### src/rtl/alu_exec_unit.sv
// Decoding ALU execution unit: aluop/funct decode, single-cycle ops, iterative 1-bit shifter.
// Define ALU_EXEC_MUL_EN to add an iterative shift-add multiplier (MUL, latency XLEN).
module alu_exec_unit #(
  parameter int unsigned XLEN = 32
) (
  input  logic            clk,
  input  logic            reset,
  input  logic            in_valid,
  output logic            in_ready,
  input  logic [1:0]      aluop,
  input  logic [2:0]      funct3,
  input  logic [6:0]      funct7,
  input  logic [6:0]      op,
  input  logic [XLEN-1:0] a,
  input  logic [XLEN-1:0] b,
  output logic            out_valid,
  input  logic            out_ready,
  output logic [XLEN-1:0] result,
  output logic            zero,
  output logic [3:0]      alucontrol
);
  localparam int unsigned SHW = $clog2(XLEN);

  localparam logic [3:0] CtlAdd   = 4'b0000;
  localparam logic [3:0] CtlSub   = 4'b0001;
  localparam logic [3:0] CtlAnd   = 4'b0010;
  localparam logic [3:0] CtlOr    = 4'b0011;
  localparam logic [3:0] CtlXor   = 4'b0100;
  localparam logic [3:0] CtlSlt   = 4'b0101;
  localparam logic [3:0] CtlSltu  = 4'b0110;
  localparam logic [3:0] CtlSll   = 4'b0111;
  localparam logic [3:0] CtlSrl   = 4'b1000;
  localparam logic [3:0] CtlSra   = 4'b1001;
  localparam logic [3:0] CtlPassb = 4'b1010;
`ifdef ALU_EXEC_MUL_EN
  localparam logic [3:0] CtlMul   = 4'b1011;
`endif

  typedef enum logic [1:0] {
    StIdle,
    StShift,
`ifdef ALU_EXEC_MUL_EN
    StMul,
`endif
    StHold
  } state_e;

  state_e          state;
  logic [SHW-1:0]  count;
  logic [3:0]      ctl;
  logic [XLEN-1:0] quick;
  logic [XLEN-1:0] first_shift;
  logic [XLEN-1:0] next_shift;
  logic [SHW-1:0]  shamt;
  logic            is_shift;

  function automatic logic [XLEN-1:0] shift1(input logic [3:0] c, input logic [XLEN-1:0] v);
    case (c)
      CtlSll:  return {v[XLEN-2:0], 1'b0};
      CtlSra:  return {v[XLEN-1], v[XLEN-1:1]};
      default: return {1'b0, v[XLEN-1:1]};
    endcase
  endfunction

  always_comb begin
    ctl = CtlAdd;
    case (aluop)
      2'b00: ctl = CtlAdd;
      2'b01: ctl = CtlSub;
      2'b11: ctl = CtlPassb;
      default: begin
        unique case (funct3)
          3'b000: ctl = (op[5] && funct7[5]) ? CtlSub : CtlAdd;
          3'b001: ctl = CtlSll;
          3'b010: ctl = CtlSlt;
          3'b011: ctl = CtlSltu;
          3'b100: ctl = CtlXor;
          3'b101: ctl = funct7[5] ? CtlSra : CtlSrl;
          3'b110: ctl = CtlOr;
          3'b111: ctl = CtlAnd;
        endcase
`ifdef ALU_EXEC_MUL_EN
        if (op[5] && funct7 == 7'b0000001 && funct3 == 3'b000) ctl = CtlMul;
`endif
      end
    endcase
  end

  always_comb begin
    quick = '0;
    case (ctl)
      CtlAdd:   quick = a + b;
      CtlSub:   quick = a - b;
      CtlAnd:   quick = a & b;
      CtlOr:    quick = a | b;
      CtlXor:   quick = a ^ b;
      CtlSlt:   quick = {{(XLEN-1){1'b0}}, $signed(a) < $signed(b)};
      CtlSltu:  quick = {{(XLEN-1){1'b0}}, a < b};
      CtlPassb: quick = b;
      default:  quick = a;  // shift by zero
    endcase
  end

  assign shamt       = b[SHW-1:0];
  assign is_shift    = (ctl == CtlSll) || (ctl == CtlSrl) || (ctl == CtlSra);
  assign first_shift = shift1(ctl, a);
  assign next_shift  = shift1(alucontrol, result);
  assign in_ready    = (state == StIdle);

  logic unused_bits;
  assign unused_bits = ^{op[6], op[4:0], funct7[6], funct7[4:0]};

`ifdef ALU_EXEC_MUL_EN
  logic [XLEN-1:0] mcand;
  logic [XLEN-1:0] mplier;
  logic [XLEN-1:0] mul_sum;
  assign mul_sum = result + (mplier[0] ? mcand : '0);
`endif

  always_ff @(posedge clk or posedge reset) begin
    if (reset) begin
      state      <= StIdle;
      result     <= '0;
      zero       <= 1'b0;
      out_valid  <= 1'b0;
      alucontrol <= CtlAdd;
      count      <= '0;
`ifdef ALU_EXEC_MUL_EN
      mcand      <= '0;
      mplier     <= '0;
`endif
    end else begin
      case (state)
        StIdle: begin
          if (in_valid) begin
            alucontrol <= ctl;
            if (is_shift && shamt != '0) begin
              // First bit shifts on the accept edge, so latency equals shamt.
              result <= first_shift;
              count  <= shamt - SHW'(1);
              if (shamt == SHW'(1)) begin
                state     <= StHold;
                out_valid <= 1'b1;
                zero      <= (first_shift == '0);
              end else begin
                state <= StShift;
                zero  <= 1'b0;
              end
            end
`ifdef ALU_EXEC_MUL_EN
            else if (ctl == CtlMul) begin
              result <= b[0] ? a : '0;
              mcand  <= a << 1;
              mplier <= b >> 1;
              count  <= {SHW{1'b1}};
              zero   <= 1'b0;
              state  <= StMul;
            end
`endif
            else begin
              result    <= quick;
              zero      <= (quick == '0);
              out_valid <= 1'b1;
              state     <= StHold;
            end
          end
        end
        StShift: begin
          result <= next_shift;
          count  <= count - SHW'(1);
          if (count == SHW'(1)) begin
            state     <= StHold;
            out_valid <= 1'b1;
            zero      <= (next_shift == '0);
          end
        end
`ifdef ALU_EXEC_MUL_EN
        StMul: begin
          result <= mul_sum;
          mcand  <= mcand << 1;
          mplier <= mplier >> 1;
          count  <= count - SHW'(1);
          if (count == SHW'(1)) begin
            state     <= StHold;
            out_valid <= 1'b1;
            zero      <= (mul_sum == '0);
          end
        end
`endif
        StHold: begin
          if (out_ready) begin
            state     <= StIdle;
            out_valid <= 1'b0;
          end
        end
        default: state <= StIdle;
      endcase
    end
  end
endmodule

### config.mk
export PLATFORM = sky130hd
export DESIGN_NAME = alu_exec_unit
export DESIGN_NICKNAME = d
export VERILOG_FILES = /design/src/rtl/alu_exec_unit.sv
export SDC_FILE = /design/constraint.sdc
export NUM_CORES = 1
export LEC_CHECK = 0
export CORE_MARGIN = 10
export CORE_UTILIZATION = 40
export CTS_CLUSTER_SIZE = 20
export DETAILED_ROUTE_END_ITERATION = 10
export PLACE_DENSITY = 0.6
export SETUP_SLACK_MARGIN = 0.4
export SLEW_MARGIN = 20
export SYNTH_ARGS = -nofsm -noshare
export SYNTH_HDL_FRONTEND = slang
export SYNTH_SLANG_ARGS = --single-unit
### constraint.sdc
create_clock -name clk -period 2.5 [get_ports clk]
set_clock_uncertainty 0.05 [all_clocks]
set_input_delay 0.625 -clock clk [delete_from_list [all_inputs] [get_ports clk]]
set_output_delay 0.625 -clock clk [all_outputs]
set_load 0.05 [all_outputs]
==> results of run 1 <==
-- worst paths after layout --
check                                  end  slack, ns  cells past startpoint
max in group asynchronous       result[19]       1.30                      3
worst max-delay path                  zero      -1.66                     16
worst min-delay path             out_valid       0.45                      1
min in group asynchronous         state[1]       0.58                      2
worst min register to register   out_valid       0.45                      1
worst max register to register        zero       0.21                      7
-- final cells by class --
| type | instances | area [um^2] |
|---|---|---|
| well taps | 330 | 413 |
| clock buffers | 7 | 143 |
| repair buffers | 754 | 6440 |
| inverters | 101 | 404 |
| clock inverters | 1 | 30.0 |
| flip-flops and latches | 45 | 1130 |
| multi-input cells | 1213 | 10500 |
| fillers | 1946 | 6020 |
-- layer usage --
metal	track usage, %	wire (um)	vias up
met5	0	13	-
met4	14.2	3200	2
met3	6.00	6660	227
met2	53.8	26300	1076
met1	44.3	23600	7266
li1	-	-	6813
-- synth_stat cells, types with 9 or more instances --
master / instances
nand4_1: 19
a31oi_1: 18
a21oi_1: 114
o21a_1: 13
or3_1: 9
a211oi_1: 21
mux2i_1: 46
and3_1: 12
o21bai_1: 15
inv_1: 101
o31ai_1: 14
ha_1: 117
buf_2: 9
a221o_1: 17
nor2_1: 130
o21ai_0: 88
a21o_1: 16
nor4_1: 25
o2111ai_1: 10
o22ai_1: 19
nand3_1: 36
o211ai_1: 30
o221ai_1: 30
nor2b_1: 24
nor3_1: 43
dfrtp_1: 45
clkbuf_1: 71
and2_1: 13
nand2_1: 153
nand2b_1: 10
xnor2_1: 13
a221oi_1: 12
-- worst reg2reg max path, stage by stage, from the launching register on --
cell and delay [ns]:
dfrtp_1 0.46, or4_1 0.56, nor2_1 0.16, mux2_2 0.18, nand4_1 0.16, o311ai_0 0.33, o21ai_0 0.19, a21oi_2 0.13
-- state kept, by name (all words and copies together), names as in the netlist --
register	flops
alucontrol	4
state	2
count	5
out_valid	1
zero	1
result	32
-- metrics by stage --
stage / setup TNS (ns) / power [mW]
detailed placement: -57.22 / 7.57
finish: -25.14 / 9.37
floorplan: -10.56 / 4.80
global route: -27.58 / 9.79
CTS: -24.84 / 8.75
global placement: -56.01 / 7.50
-- where the power goes --
group	switching, mW	internal [mW]
Sequential	0.528	1.08
Clock	0.283	0.500
Combinational	4.05	2.93
-- kinds of logic after synthesis --
group,after synthesis
AND/OR/NAND/NOR,516
AO/OA/AOI/OAI,514
buffers and inverters,199
adder cells (fa/ha/maj),119
multiplexers,48
flip-flops,45
XOR/XNOR,16
-- repair_timing --
item                                    4_1_cts  5_1_grt
hold buffers                                  0        0
resized for setup                           473      204
setup buffers                                70       33
pin swaps                                   127      118
cloned                                        3        1
endpoints found under the setup margin       81       43
==> flow_metrics.env, run 1 <==
export IMPL_achievable_frequency_mhz=240
export IMPL_layout_nets=2326
export IMPL_clock_root_buffer="clkbuf_16"
export IMPL_synthesis_nets=1663
export IMPL_async_reset_ff_share_pct=100
export IMPL_slew_viol_final=0
export IMPL_arrival_ns=4.34
export IMPL_grt_pass1_vias=14700
export IMPL_synth_top_area_share_pct=14.4
export IMPL_grt_overflow=0
export IMPL_final_hold_violation_count=0
export IMPL_cts_sink_count=45
export IMPL_cpPeakStageDelay_ns=0.57
export IMPL_timing_final_ws_setup_ns=-1.66
export IMPL_synth_area_um2=10200
export IMPL_antenna_violations_before_repair=1
export IMPL_start_to_end_type_of_the_worst_setup_path="in -> reg"
export IMPL_yosys_area_top_type="ha_1"
export IMPL_drc=0
export IMPL_yosys_most_used_dff="dfrtp_1"
export IMPL_required_arrival_time_at_the_worst_endpoint_ns=2.67
export IMPL_portBuffers=113
export IMPL_layout_cells_most_common_list="buf_4 (532), nand2_1 (139), nor2_1 (102)"
export IMPL_cts_path_max_buffers=2
export IMPL_drtIter0Drc=2141
export IMPL_portion_of_the_post_synthesis_area_used_by_sequential_elements_pct=11.1
export IMPL_grt_setup_unrepaired="yes"
export IMPL_clk_pin_slew_worst_paths_ns=0.06
export IMPL_routed_via_count=15400
export IMPL_critical_path_fanouts_max=4
export IMPL_leakage_nw=8.59
export IMPL_ant_nets=0
export IMPL_final_common_cell="buf_4"
export IMPL_timing_critical_path_mode_cell="or4_4"
export IMPL_violations="negative setup slack"
export IMPL_worstMarginPinSlew_ns=0.597
export IMPL_min_delay_start="out_valid"
export IMPL_synth_top_family_by_area="compound AO/OA/AOI/OAI gates"
export IMPL_syn2layout_area_growth_pct=87.6
export IMPL_synth_adder_area_share_pct=14.8
export IMPL_synth_area_mux_share_pct=4.75
export IMPL_preCtsSetupSlack_ns=-2.46
export IMPL_tritoncts="done"
export IMPL_clock_insertion_delay_worst_skew_ns=0.29
export IMPL_max_cap_viol_count=0
export IMPL_gpl_final_weighted_congestion=0.996
export IMPL_ir_worst_vdd_mv=1.27
export IMPL_groute_usage_overall_pct=33.9
export IMPL_yosys_area_share_xor_xnor_pct=1.38
export IMPL_final_min_clock_period_ns=4.16
export IMPL_finalInstanceArea_um2=19100
export IMPL_grt_start_max_net_pins=35
export IMPL_cp_num_buf_inv=4
export IMPL_htree_levels=2
export IMPL_post_synth_and_or_nand_nor_area_fraction_pct=24.6
export IMPL_wire_per_inst_um=24.4
export IMPL_dp_cells=2336
export IMPL_layout_worst_path_cycle_share_pct=166
export IMPL_r2r_startpoint="result[15]"
export IMPL_cellPowerDensity_nw_per_um2=491
export IMPL_category_of_cells_accounting_for_the_largest_share_of_critical_path_delay="simple AND/OR/NAND/NOR gates"
export IMPL_post_synth_num_cell_types=85
export IMPL_drt_pass_1_iters=6
export IMPL_core_um2=25100
export IMPL_slew_limit_headroom_pct=59.7
export IMPL_die_w_um=179
export IMPL_worst_hold_path_type="reg -> reg"
export IMPL_cts_inserted_buffers=5
export IMPL_antennaDiodeCount=0
export IMPL_die_h_um=179
export IMPL_setup_viol=30
export IMPL_synth_edff_count=0
export IMPL_layoutNonFillerInstCount=2451
export IMPL_synth_area_top_cells="ha_1 (14%), dfrtp_1 (11%), nand2_1 (5.6%)"
export IMPL_place_detailed_hpwl_mm=45.5
export IMPL_final_layout_size_suffix_gt1_share_pct=48.9
export IMPL_post_synthesis_compound_gate_area_fraction_pct=35.2
export IMPL_start_kind="input port"
export IMPL_whs_ns=0.451
export IMPL_finalWirelength_mm=59.8
export IMPL_syn_inst=1457
export IMPL_crit_path_top_delay_cell="or4b_4"
export IMPL_yosys_warnings=0
export IMPL_post_drt_via_cell_ratio=6.28
export IMPL_syn_area_per_cell_um2=6.98
export IMPL_worstPathCellList="buf_6 > buf_8 > inv_12 > ha_4 > and2_4 > a221o_1 > o2111a_1 > or4_4 > a31oi_4 > o221ai_2 > or4_4 > or4b_4 > nor4_4 > buf_4 > nand3_2 > a21oi_2"
export IMPL_final_core_util_pct=76.0
export IMPL_fp_dieArea_um2=32200
export IMPL_synth_seq_cells=45
export IMPL_design_portCount=126
export IMPL_grt_pass1_wl_mm=88.2
export IMPL_run_status="finished with violations"
export IMPL_worst_setup_path_startpoint="a[3]"
export IMPL_core_rowCount=58
export IMPL_element_type_at_the_critical_path_end="flop"
export IMPL_initial_core_util_pct=40.5
export IMPL_dpl_cell_area_um2=15900
Power figures use the tool's default switching activity.
==> inputs of run 2 (changes only) <==
- CORE_ASPECT_RATIO: default -> 1.1
==> run 2 against run 1 <==
Critical path depth increased by 1. Non-clock buffer count increased by 12. The flow still finishes with violations (negative setup slack). Power decreased by 1.6%. Worst setup slack got worse by 0.14 ns. Sequential power about the same. Die area about the same. Hold slack got worse by 0.011 ns. Cell count decreased by 0.12%. Sequential share of layout area increased by 0.11 points.
==> flow_metrics.env, run 2 (synthesis gave the netlist of run 1 again) <==
export IMPL_run_status="finished with violations"
export IMPL_violations="negative setup slack"
export IMPL_cpPeakStageDelay_ns=0.57
export IMPL_grt_setup_unrepaired="yes"
export IMPL_slew_limit_headroom_pct=56.9
export IMPL_antennaDiodeCount=0
export IMPL_worstPathCellList="buf_6 > buf_6 > buf_12 > ha_4 > buf_4 > a21o_1 > and3_4 > o2111a_1 > or4_4 > a31oi_4 > o221ai_4 > or4_1 > or4b_4 > nor4_4 > buf_4 > nand3_2 > a21oi_2"
export IMPL_num_fill_cells=2013
export IMPL_groute_usage_overall_pct=34.7
export IMPL_die_h_um=187
export IMPL_routed_via_count=15400
export IMPL_tritoncts="done"
export IMPL_max_cap_viol_count=0
export IMPL_cts_inserted_buffers=5
export IMPL_achievable_frequency_mhz=232
export IMPL_seqCellArea_um2=1130
export IMPL_final_min_clock_period_ns=4.30
export IMPL_largest_register="result"
export IMPL_worstMarginPinSlew_ns=0.638
export IMPL_grt_pass1_vias=14700
export IMPL_layout_nets=2338
export IMPL_setup_viol=37
export IMPL_final_common_cell="buf_4"
export IMPL_slew_viol_final=0
export IMPL_multiInputGateArea_um2=10100
export IMPL_worst_r2r_endpoint="zero"
export IMPL_hold_end="out_valid"
export IMPL_layout_worst_path_cycle_share_pct=172
export IMPL_die_w_um=172
export IMPL_gpl_final_weighted_congestion=1.04
export IMPL_min_delay_start="out_valid"
export IMPL_cts_sink_count=45
export IMPL_core_rowCount=61
export IMPL_clock_root_buffer="clkbuf_16"
export IMPL_layout_cells_most_common_list="buf_4 (558), nand2_1 (141), nor2_1 (107)"
export IMPL_final_layout_size_suffix_gt1_share_pct=47.0
export IMPL_ant_nets=0
export IMPL_cts_path_max_buffers=2
export IMPL_required_arrival_time_at_the_worst_endpoint_ns=2.66
export IMPL_finalWirelength_mm=59.7
export IMPL_initial_core_util_pct=40.4
export IMPL_drt_pass_1_iters=6
export IMPL_setup_total_negative_slack_ns=-30.41
export IMPL_start_to_end_type_of_the_worst_setup_path="in -> reg"
export IMPL_ir_worst_vdd_mv=0.775
export IMPL_arrival_ns=4.47
export IMPL_wire_per_inst_um=24.4
export IMPL_grt_pass1_wl_mm=87.6
export IMPL_clock_insertion_delay_worst_skew_ns=0.29
export IMPL_reg_top3="result x32, count x5, alucontrol x4"
export IMPL_timing_final_ws_setup_ns=-1.80
export IMPL_core_um2=25200
export IMPL_worst_hold_path_type="reg -> reg"
export IMPL_crit_path_top_delay_cell="or4b_4"
export IMPL_critical_path_fanouts_max=3
export IMPL_htree_levels=2
export IMPL_post_cts_hold_buffer_count=0
export IMPL_clk_pin_slew_worst_paths_ns=0.06
export IMPL_drtIter0Drc=2026
export IMPL_min_path_cells=1
export IMPL_largest_register_ffs=32
export IMPL_cp_num_buf_inv=5
export IMPL_start_kind="input port"
export IMPL_final_hold_violation_count=0
export IMPL_design_portCount=126
export IMPL_rrSetupSlack_ns=0.17
export IMPL_fp_dieArea_um2=32200
export IMPL_r2r_cells=7
export IMPL_place_detailed_hpwl_mm=45.7
export IMPL_cellPowerDensity_nw_per_um2=492
export IMPL_antenna_violations_before_repair=0
export IMPL_post_drt_via_cell_ratio=6.29
export IMPL_final_core_util_pct=74.4
export IMPL_drc=0
export IMPL_r2r_startpoint="result[15]"
export IMPL_element_type_at_the_critical_path_end="flop"
export IMPL_leakage_nw=8.57
export IMPL_category_of_cells_accounting_for_the_largest_share_of_critical_path_delay="simple AND/OR/NAND/NOR gates"
export IMPL_portBuffers=113
export IMPL_grt_start_max_net_pins=46
export IMPL_grt_overflow=0
export IMPL_syn2layout_area_growth_pct=84.2
## run 2: how the worst max path moves through the flow
stage | from | endpoint | slack, ns | cells past startpoint
after floorplan | a[3] | zero | -1.52 | 14
after global placement | a[0] | zero | -2.53 | 17
after detailed placement | a[0] | zero | -2.58 | 17
after CTS | b[0] | zero | -1.85 | 16
after global routing | a[1] | zero | -1.86 | 20
final | b[0] | zero | -1.80 | 17
## run 2: layer usage
layer  wire length [um]  global-route usage (%)  vias to the layer above
li1                   -                       -                     6839
met1              23500                    45.1                     7310
met2              26600                    55.0                     1006
met3               5980                    5.53                      252
met4               3580                    14.8                        0
met5                  0                       0                        -
## run 2: worst register-to-register path: cells and delay by family (launching register included)
family,cells,cell delay [ns]
mux,1,0.16
compound gates,3,0.71
flops,1,0.46
simple gates,3,0.87
## run 2: repair_timing
action / in CTS / in global routing
pin swaps: 114 / 52
gates cloned: 3 / 1
buffers inserted: 61 / 36
endpoints found under the setup margin: 81 / 43
hold endpoints to repair: 0 / 0
resized for setup: 443 / 92
## run 2: through the flow
step                      power [mW]  instances  hold WS [ns]  cell area (um^2)  setup slack [ns]
after detailed placement        7.59       2339         0.441             16000             -2.58
after floorplan                 4.80       1457         0.447             10800             -1.52
after CTS                       8.77       2411         0.450             18100             -1.85
after global placement          7.51       2339         0.414             16000             -2.53
after global routing            9.64       2448         0.473             18700             -1.86
final                           9.22       2448         0.440             18700             -1.80
## run 2: cell type report
class | count | share of cell area (%)
Sequential cell | 45 | 6.01
Multi-Input combinational cell | 1213 | 54.0
Tap cell | 315 | 2.10
Clock buffer | 6 | 0.741
Timing Repair Buffer | 766 | 34.7
Clock inverter | 2 | 0.200
Inverter | 101 | 2.17
## run 2: power breakdown
part / total, mW / internal (mW) / switching (mW)
registers: 1.58 / 1.08 / 0.503
clock network: 0.790 / 0.499 / 0.291
logic: 6.85 / 2.86 / 3.99
total: 9.22 / 4.43 / 4.78
==> inputs of run 3 (changes only) <==
- CTS_BUF_LIST: default -> sky130_fd_sc_hd__clkbuf_2
==> run 3 against run 2 <==
The flow still finishes with violations (negative setup slack). Count of clock-buffer cells in the layout decreased by 1. First-iteration DRC count decreased by 8.2%. Routed wire length increased by 0.11%. Via count decreased by 0.20%. Global-route usage decreased by 0.19 points. Critical endpoint unchanged. Largest cell class unchanged.
==> flow_metrics.env, run 3 (synthesis gave the netlist of run 1 again) <==
export IMPL_run_status="finished with violations"
export IMPL_violations="negative setup slack"
export IMPL_min_path_cells=1
export IMPL_clock_root_buffer="clkbuf_2"
export IMPL_hold_end="out_valid"
export IMPL_worstMarginPinSlew_ns=0.649
export IMPL_final_hold_violation_count=0
export IMPL_ant_nets=0
export IMPL_portBuffers=113
export IMPL_fp_dieArea_um2=32200
export IMPL_rrSetupSlack_ns=0.28
export IMPL_initial_core_util_pct=40.4
export IMPL_syn2layout_area_growth_pct=86.8
export IMPL_min_delay_start="out_valid"
export IMPL_post_cts_hold_buffer_count=0
export IMPL_grt_pass1_vias=14700
export IMPL_routed_via_count=15400
export IMPL_grt_overflow=0
export IMPL_worst_hold_path_type="reg -> reg"
export IMPL_achievable_frequency_mhz=244
export IMPL_cts_path_max_buffers=2
export IMPL_drt_pass_1_iters=6
export IMPL_groute_usage_overall_pct=34.5
export IMPL_drtIter0Drc=1859
export IMPL_arrival_ns=4.43
export IMPL_slew_limit_headroom_pct=56.2
export IMPL_setup_viol=36
export IMPL_grt_pass1_wl_mm=87.3
export IMPL_timing_final_ws_setup_ns=-1.59
export IMPL_slew_viol_final=0
export IMPL_cts_sink_count=45
export IMPL_grt_start_max_net_pins=47
export IMPL_r2r_cells=7
export IMPL_finalWirelength_mm=59.8
export IMPL_tritoncts="done"
export IMPL_critical_path_fanouts_max=2
export IMPL_r2r_startpoint="result[15]"
export IMPL_required_arrival_time_at_the_worst_endpoint_ns=2.84
export IMPL_die_h_um=187
export IMPL_grt_setup_unrepaired="yes"
export IMPL_core_rowCount=61
export IMPL_max_cap_viol_count=0
export IMPL_start_to_end_type_of_the_worst_setup_path="in -> reg"
export IMPL_cts_inserted_buffers=5
export IMPL_start_kind="input port"
export IMPL_final_core_util_pct=75.4
export IMPL_die_w_um=172
export IMPL_ir_worst_vdd_mv=0.623
export IMPL_final_min_clock_period_ns=4.09
export IMPL_core_um2=25200
export IMPL_place_detailed_hpwl_mm=45.7
export IMPL_clk_pin_slew_worst_paths_ns=0.23
export IMPL_wire_per_inst_um=24.4
export IMPL_setup_total_negative_slack_ns=-21.72
export IMPL_post_drt_via_cell_ratio=6.27
export IMPL_cellPowerDensity_nw_per_um2=473
export IMPL_final_common_cell="buf_4"
export IMPL_worst_r2r_endpoint="zero"
export IMPL_antennaDiodeCount=0
export IMPL_layout_worst_path_cycle_share_pct=164
export IMPL_reg_top3="result x32, count x5, alucontrol x4"
export IMPL_gpl_final_weighted_congestion=1.04
export IMPL_antenna_violations_before_repair=0
export IMPL_element_type_at_the_critical_path_end="flop"
export IMPL_clock_insertion_delay_worst_skew_ns=0.46
export IMPL_final_layout_size_suffix_gt1_share_pct=50.2
export IMPL_largest_register_ffs=32
export IMPL_leakage_nw=8.56
export IMPL_layout_nets=2344
export IMPL_largest_register="result"
export IMPL_layout_cells_most_common_list="buf_4 (556), nand2_1 (141), nor2_1 (104)"
export IMPL_design_portCount=126
export IMPL_htree_levels=2
export IMPL_drc=0
==> run 3: worst max-delay path, cell delays in order <==
cell and delay, ns:
buf_6 0.09, buf_6 0.12, ha_4 0.16, fa_2 0.55
o21ai_2 0.07, a221o_1 0.31, o32a_1 0.37, nor4_2 0.17
buf_4 0.16, o2111ai_2 0.11, or4_1 0.52, or4b_4 0.56
nor4_4 0.22, buf_4 0.16, nand3_2 0.07, a21oi_2 0.14
==> run 3: what timing repair did <==
| action | CTS | global route |
|---|---|---|
| buffers inserted | 60 | 42 |
| setup endpoints to repair | 81 | 53 |
| gates resized for setup | 524 | 136 |
| pin swaps | 110 | 73 |
| cloned | 1 | 4 |
==> run 3: per-stage QoR <==
step	area, um^2	hold slack (ns)	setup slack, ns	total power [mW]	std cells
after floorplan	10800	0.447	-1.52	4.80	1457
after global placement	16000	0.414	-2.53	7.51	2339
after detailed placement	16000	0.441	-2.58	7.59	2339
after CTS	18100	0.489	-1.67	8.53	2408
after global routing	19000	0.511	-1.69	9.42	2454
final	19000	0.475	-1.59	8.99	2454
==> run 3: power by group <==
part	switching, mW	total (mW)	internal, mW
clock	0.261	0.426	0.165
sequential	0.475	1.55	1.08
combinational	4.00	7.01	3.01
==> run 3: area by class of cell <==
type,instances,area (um^2)
Sequential cell,45,1130
Tap cell,315,394
Timing Repair Buffer,772,6690
Clock buffer,5,25.0
Clock inverter,3,41.3
Inverter,101,407
Fill cell,1960,6190
Multi-Input combinational cell,1213,10300
==> run 3: how the worst max path moves through the flow <==
stage	startpoint	end	slack [ns]	cells after the start
2_1_floorplan	a[3]	zero	-1.52	14
3_3_place_gp	a[0]	zero	-2.53	17
3_5_place_dp	a[0]	zero	-2.58	17
4_1_cts	b[0]	zero	-1.67	16
5_1_grt	b[0]	zero	-1.69	16
6_report	b[0]	zero	-1.59	16
==> run 3: routing by layer <==
| metal | GRT usage, % | share of wire, % | up-vias |
|---|---|---|---|
| li1 | - | - | 6851 |
| met1 | 44.8 | 40 | 7312 |
| met2 | 54.8 | 44 | 967 |
| met3 | 5.32 | 9.6 | 246 |
| met4 | 14.9 | 6.1 | 0 |
| met5 | 0 | 0 | - |
